$ cat src/rtl/serial_sub_pkg.sv
// Shared types and sizing helpers for the bit-serial subtractor.
// Optional signed-overflow output is enabled with SERIAL_SUB_OVF_EN.
package serial_sub_pkg;

  typedef enum logic [1:0] {
    IDLE = 2'd0,
    RUN  = 2'd1,
    DONE = 2'd2
  } state_t;

  localparam int SERIAL_SUB_DEFAULT_WIDTH = 8;

  // Bit counter width; a 1-bit operand still needs a 1-bit counter.
  function automatic int cnt_width(input int width);
    return (width > 1) ? $clog2(width) : 1;
  endfunction

endpackage

$ cat src/rtl/full_subtractor.sv
// One-bit full subtractor cell: d = x - y - bin, with borrow out.
module full_subtractor (
  input  logic x,
  input  logic y,
  input  logic bin,
  output logic d,
  output logic bout
);

  assign d    = x ^ y ^ bin;
  assign bout = (~x & y) | (~(x ^ y) & bin);

endmodule

$ cat src/rtl/serial_subtractor.sv
// Bit-serial a - b, LSB first, one bit per clock through a single cell.
// Define SERIAL_SUB_OVF_EN to add the registered signed-overflow output ovf.
module serial_subtractor
  import serial_sub_pkg::*;
#(
  parameter int WIDTH = SERIAL_SUB_DEFAULT_WIDTH
) (
  input  logic             clk,
  input  logic             rst,
  input  logic             start,
  input  logic [WIDTH-1:0] a,
  input  logic [WIDTH-1:0] b,
  output logic             busy,
  output logic             done,
  output logic [WIDTH-1:0] diff,
  output logic             borrow
`ifdef SERIAL_SUB_OVF_EN
  ,
  output logic             ovf
`endif
);

  localparam int CW = cnt_width(WIDTH);

  state_t           state_reg, state_next;
  logic [CW-1:0]    cnt_reg;
  logic [WIDTH-1:0] a_sh_reg, b_sh_reg, res_reg, res_next;
  logic             borrow_reg;
  logic             d_bit, bout_bit, last_bit, accept;

  full_subtractor u_cell (
    .x    (a_sh_reg[0]),
    .y    (b_sh_reg[0]),
    .bin  (borrow_reg),
    .d    (d_bit),
    .bout (bout_bit)
  );

  assign last_bit = (cnt_reg == CW'(WIDTH - 1));
  assign accept   = (state_reg == IDLE) && start;

  always_ff @(posedge clk or posedge rst) begin
    if (rst) state_reg <= IDLE;
    else     state_reg <= state_next;
  end

  always_comb begin
    state_next = state_reg;
    case (state_reg)
      IDLE:    if (start) state_next = RUN;
      RUN:     if (last_bit) state_next = DONE;
      DONE:    state_next = IDLE;
      default: state_next = IDLE;
    endcase
  end

  // New result bits enter at the MSB so the LSB-first stream lands in place.
  generate
    if (WIDTH == 1) begin : g_res_one
      assign res_next = d_bit;
    end else begin : g_res_multi
      assign res_next = {d_bit, res_reg[WIDTH-1:1]};
    end
  endgenerate

  always_ff @(posedge clk or posedge rst) begin
    if (rst) begin
      a_sh_reg   <= '0;
      b_sh_reg   <= '0;
      res_reg    <= '0;
      borrow_reg <= 1'b0;
      cnt_reg    <= '0;
    end else if (accept) begin
      a_sh_reg   <= a;
      b_sh_reg   <= b;
      borrow_reg <= 1'b0;
      cnt_reg    <= '0;
    end else if (state_reg == RUN) begin
      a_sh_reg   <= a_sh_reg >> 1;
      b_sh_reg   <= b_sh_reg >> 1;
      res_reg    <= res_next;
      borrow_reg <= bout_bit;
      cnt_reg    <= cnt_reg + 1'b1;
    end
  end

  assign busy   = (state_reg == RUN);
  assign done   = (state_reg == DONE);
  assign diff   = res_reg;
  assign borrow = borrow_reg;

`ifdef SERIAL_SUB_OVF_EN
  logic a_msb_reg, b_msb_reg, ovf_reg;

  // Operand MSBs are kept aside because the shift registers lose them.
  always_ff @(posedge clk or posedge rst) begin
    if (rst) begin
      a_msb_reg <= 1'b0;
      b_msb_reg <= 1'b0;
      ovf_reg   <= 1'b0;
    end else if (accept) begin
      a_msb_reg <= a[WIDTH-1];
      b_msb_reg <= b[WIDTH-1];
    end else if ((state_reg == RUN) && last_bit) begin
      ovf_reg <= (a_msb_reg != b_msb_reg) && (d_bit != a_msb_reg);
    end
  end

  assign ovf = ovf_reg;
`endif

endmodule
$ cat config.mk
export PLATFORM = sky130hd
export DESIGN_NAME = serial_subtractor
export DESIGN_NICKNAME = d
export VERILOG_FILES = /design/src/rtl/serial_sub_pkg.sv /design/src/rtl/full_subtractor.sv /design/src/rtl/serial_subtractor.sv
export SDC_FILE = /design/constraint.sdc
export NUM_CORES = 1
export LEC_CHECK = 0
export ABC_CLOCK_PERIOD_IN_PS = 2200
export CAP_MARGIN = 10
export CORE_MARGIN = 2
export CORE_UTILIZATION = 65
export CTS_CLUSTER_DIAMETER = 50
export DETAILED_ROUTE_END_ITERATION = 10
export DONT_BUFFER_PORTS = 1
export PLACE_DENSITY = 0.9
export SLEW_MARGIN = 10
export SYNTH_ARGS = -nofsm -noshare
export SYNTH_HDL_FRONTEND = slang
export SYNTH_HIERARCHICAL = 1
export SYNTH_SLANG_ARGS = --single-unit
$ cat constraint.sdc
create_clock -name clk -period 2.2 [get_ports clk]
set_input_delay 0.66 -clock clk [delete_from_list [all_inputs] [get_ports clk]]
set_output_delay 0.66 -clock clk [all_outputs]
set_load 0.05 [all_outputs]
==> impl_metrics.ini <==
[sta]
hold_viol_final = 0
finalCritPeriodShare_pct = 90.91
clock_skew_ns = 0.004043
tightest_slew_ns = 0.5491
slew_viol_final = 0
fmax_mhz = 500.0
setup-violations-final = 0
rsz0062_at_grt = no
slew_headroom_pct = 63.32
layout_min_cycle_time_ns = 2.000
fin_setup_tns_ns = 0

[cts]
clk_latency_ns = 0.32
cts_tree = done
path_clk_slew_ns = 0.08
ctsResizeCount = 0
cts_root_buf = clkbuf_4
postCtsSetupBuffers = 0
numClockSinks = 30
ctsHoldBuffers = 0
htree_num_levels = 2
numCtsBuffers = 5
clockBufferDepth = 2

[logic_synthesis]
synth.most_common_cell = dfrtp_1
yosys_most_used_dff = dfrtp_1
yosys.area_share.adder_pct = 3.396
netlist.area_leader.share_pct = 56.60
synthMuxAreaShare_pct = 7.642
yosysWarnings = 6
yosysUniqueCellTypes = 21
synthSimpleGateAreaFrac_pct = 13.58
synthTopCellsByArea = dfrtp_1, nor3_1, o22ai_1
synth-xor-area-share_pct = 0
synth_area_um2 = 1326
syn_area_per_cell_um2 = 10.96
synthesis.nets = 143
synthArstFlopShare_pct = 100.0
synth_seq_area_share_pct = 56.60
synth_common_cells = dfrtp_1, nor3_1, o22ai_1
synth_compound_area_share_pct = 13.30
synth_edf_count = 0
synth_top_family_by_area = simple AND/OR/NAND/NOR gates
yosys.area.top_type = dfrtp_1
synth-seq-cells = 30
syn_inst = 121

[cells_and_area]
fillers = 153
final_area_um2 = 1410
final_nets = 147
final_cells = 152
diodes = 0
area_delta_synth_final_pct = 6.321
drive_gt1_share_pct = 16.00

[worst_setup_path]
arrival_ns = 1.34
crit_type = flip-flop to output port
reg2reg_from = borrow$_DFFE_PP0P_
reg2reg_depth = 3
path_max_fanout = 13
cp.required_ns = 1.54
r2r_setup_slack_ns = 0.59
critPathLaunchType = flip-flop
r2r_end = diff[7]$_DFFE_PP0P_
endpoint_kind = output port

[place]
dp_hpwl_um = 1834
postPlaceCellArea_um2 = 1364
gp_congestion = 0.7875
port_buffers = 0
dpl.cell_count = 145

[detailed_routing]
drt-wirelength-per-cell_um = 16.47
drc = 0
detail-route-antenna-nets = 0
via_count = 933
drtPass1Iterations = 4
viasPerCell = 6.138
totalWireLength_um = 2504
drt_iter0_markers = 15

[global_routing]
grt_overflow = 0
grt_pass1_vias = 929
grt_use_total_pct = 24.68
grt_pass1_wl_um = 4367
grt_start_max_net_pins = 24
antenna_found_initial = 0

[floorplan]
ios = 30
dieArea_um2 = 2418
initial_core_util_pct = 68.30
die_height_um = 49.17
die_w_um = 49.17
core_area_um2 = 1942
num_rows = 16

[power_and_ir_drop]
share_comb_of_total_power_pct = 34.0
netSwitchingFraction_pct = 44.48
power_w = 0.002448
intPower_w = 0.001359
p_sw_w = 0.001089
clkPwrFrac_pct = 11.9
p_leak_nw = 0.6261
power_density_nw_per_um2 = 1736
p_seq_share_pct = 54.1
peakVddDrop_uv = 1318

[hold_path]
hold_class = input port to asynchronous set/reset pin

[outcome]
status = complete, no violations

[flow_run]
maxCapViolations = 0
-- metrics by stage --
| step | setup WS, ns | utilization (%) | hold slack (ns) |
|---|---|---|---|
| floorplan | 0.2439 | - | 0.4642 |
| finish | 0.1999 | 72.62 | 0.1545 |
| global route | 0.1233 | 72.62 | 0.1507 |
| global placement | 0.5033 | 70.23 | 0.4882 |
| CTS | 0.09946 | 72.55 | 0.1513 |
| detailed placement | 0.4782 | 70.23 | 0.4949 |
-- power groups by stage --
stage                     sequential, W  clock, W  combinational, W
after floorplan                 0.00126         0          0.000706
after global placement          0.00131         0          0.000788
after detailed placement        0.00134         0          0.000834
after CTS                       0.00133  0.000299          0.000838
after global routing            0.00136  0.000320          0.000939
final                           0.00133  0.000291          0.000832
-- critical path: stages, from the launching register on --
cell and delay, ns:
dfrtp_2 0.49, nand2b_1 0.20, inv_1 0.17, buf_12 0.16
-- cell usage in the layout (no fill, tap or decap) --
cell type and instances:
nand2_1 1, o21ai_0 1, o21bai_1 1, o22ai_1 12, a21oi_1 7, and3_1 1
clkbuf_1 2, fa_1 1, mux2_2 5, nor2_1 10, buf_4 4, nor3_1 24
o21ba_2 1, ha_1 2, nand2b_1 2, a22o_1 5, buf_12 1, clkbuf_4 5
dfrtp_2 1, dfrtp_1 29, inv_1 7, mux2_4 3
-- layer usage --
metal / share of wire (%) / GRT usage, %
met1: 42 / 31.08
met3: 6.5 / 8.589
met2: 49 / 38.96
met5: 0 / 0
met4: 1.7 / 10.00
-- area by class of cell --
cell class / count / area, µm² / area share, %
timing repair buffer: 5 / 50.05 / 3.549
multi-input combinational: 76 / 503.0 / 35.67
clock buffer: 7 / 45.04 / 3.194
tap: 27 / 33.78 / 2.396
sequential: 30 / 752.0 / 53.33
inverter: 7 / 26.28 / 1.863
-- worst max-delay path by stage --
| stage | startpoint | end | slack [ns] | depth (start not counted) |
|---|---|---|---|---|
| 6_report | state_reg[1]$_DFFE_PP0P_ | busy | 0.20 | 3 |
| 3_5_place_dp | state_reg[1]$_DFFE_PP0P_ | done | 0.48 | 3 |
| 3_3_place_gp | state_reg[1]$_DFFE_PP0P_ | done | 0.50 | 3 |
| 4_1_cts | state_reg[1]$_DFFE_PP0P_ | done | 0.1 | 3 |
| 5_1_grt | state_reg[1]$_DFFE_PP0P_ | busy | 0.12 | 3 |
| 2_1_floorplan | state_reg[0]$_DFFE_PP0P_ | done | 0.24 | 2 |
-- cell families after synthesis --
group / Yosys count
compound gates: 27
flops: 30
simple gates: 38
mux: 8
fa+ha+maj: 3
buf+inv: 15
(Power assumes the default switching activity.)
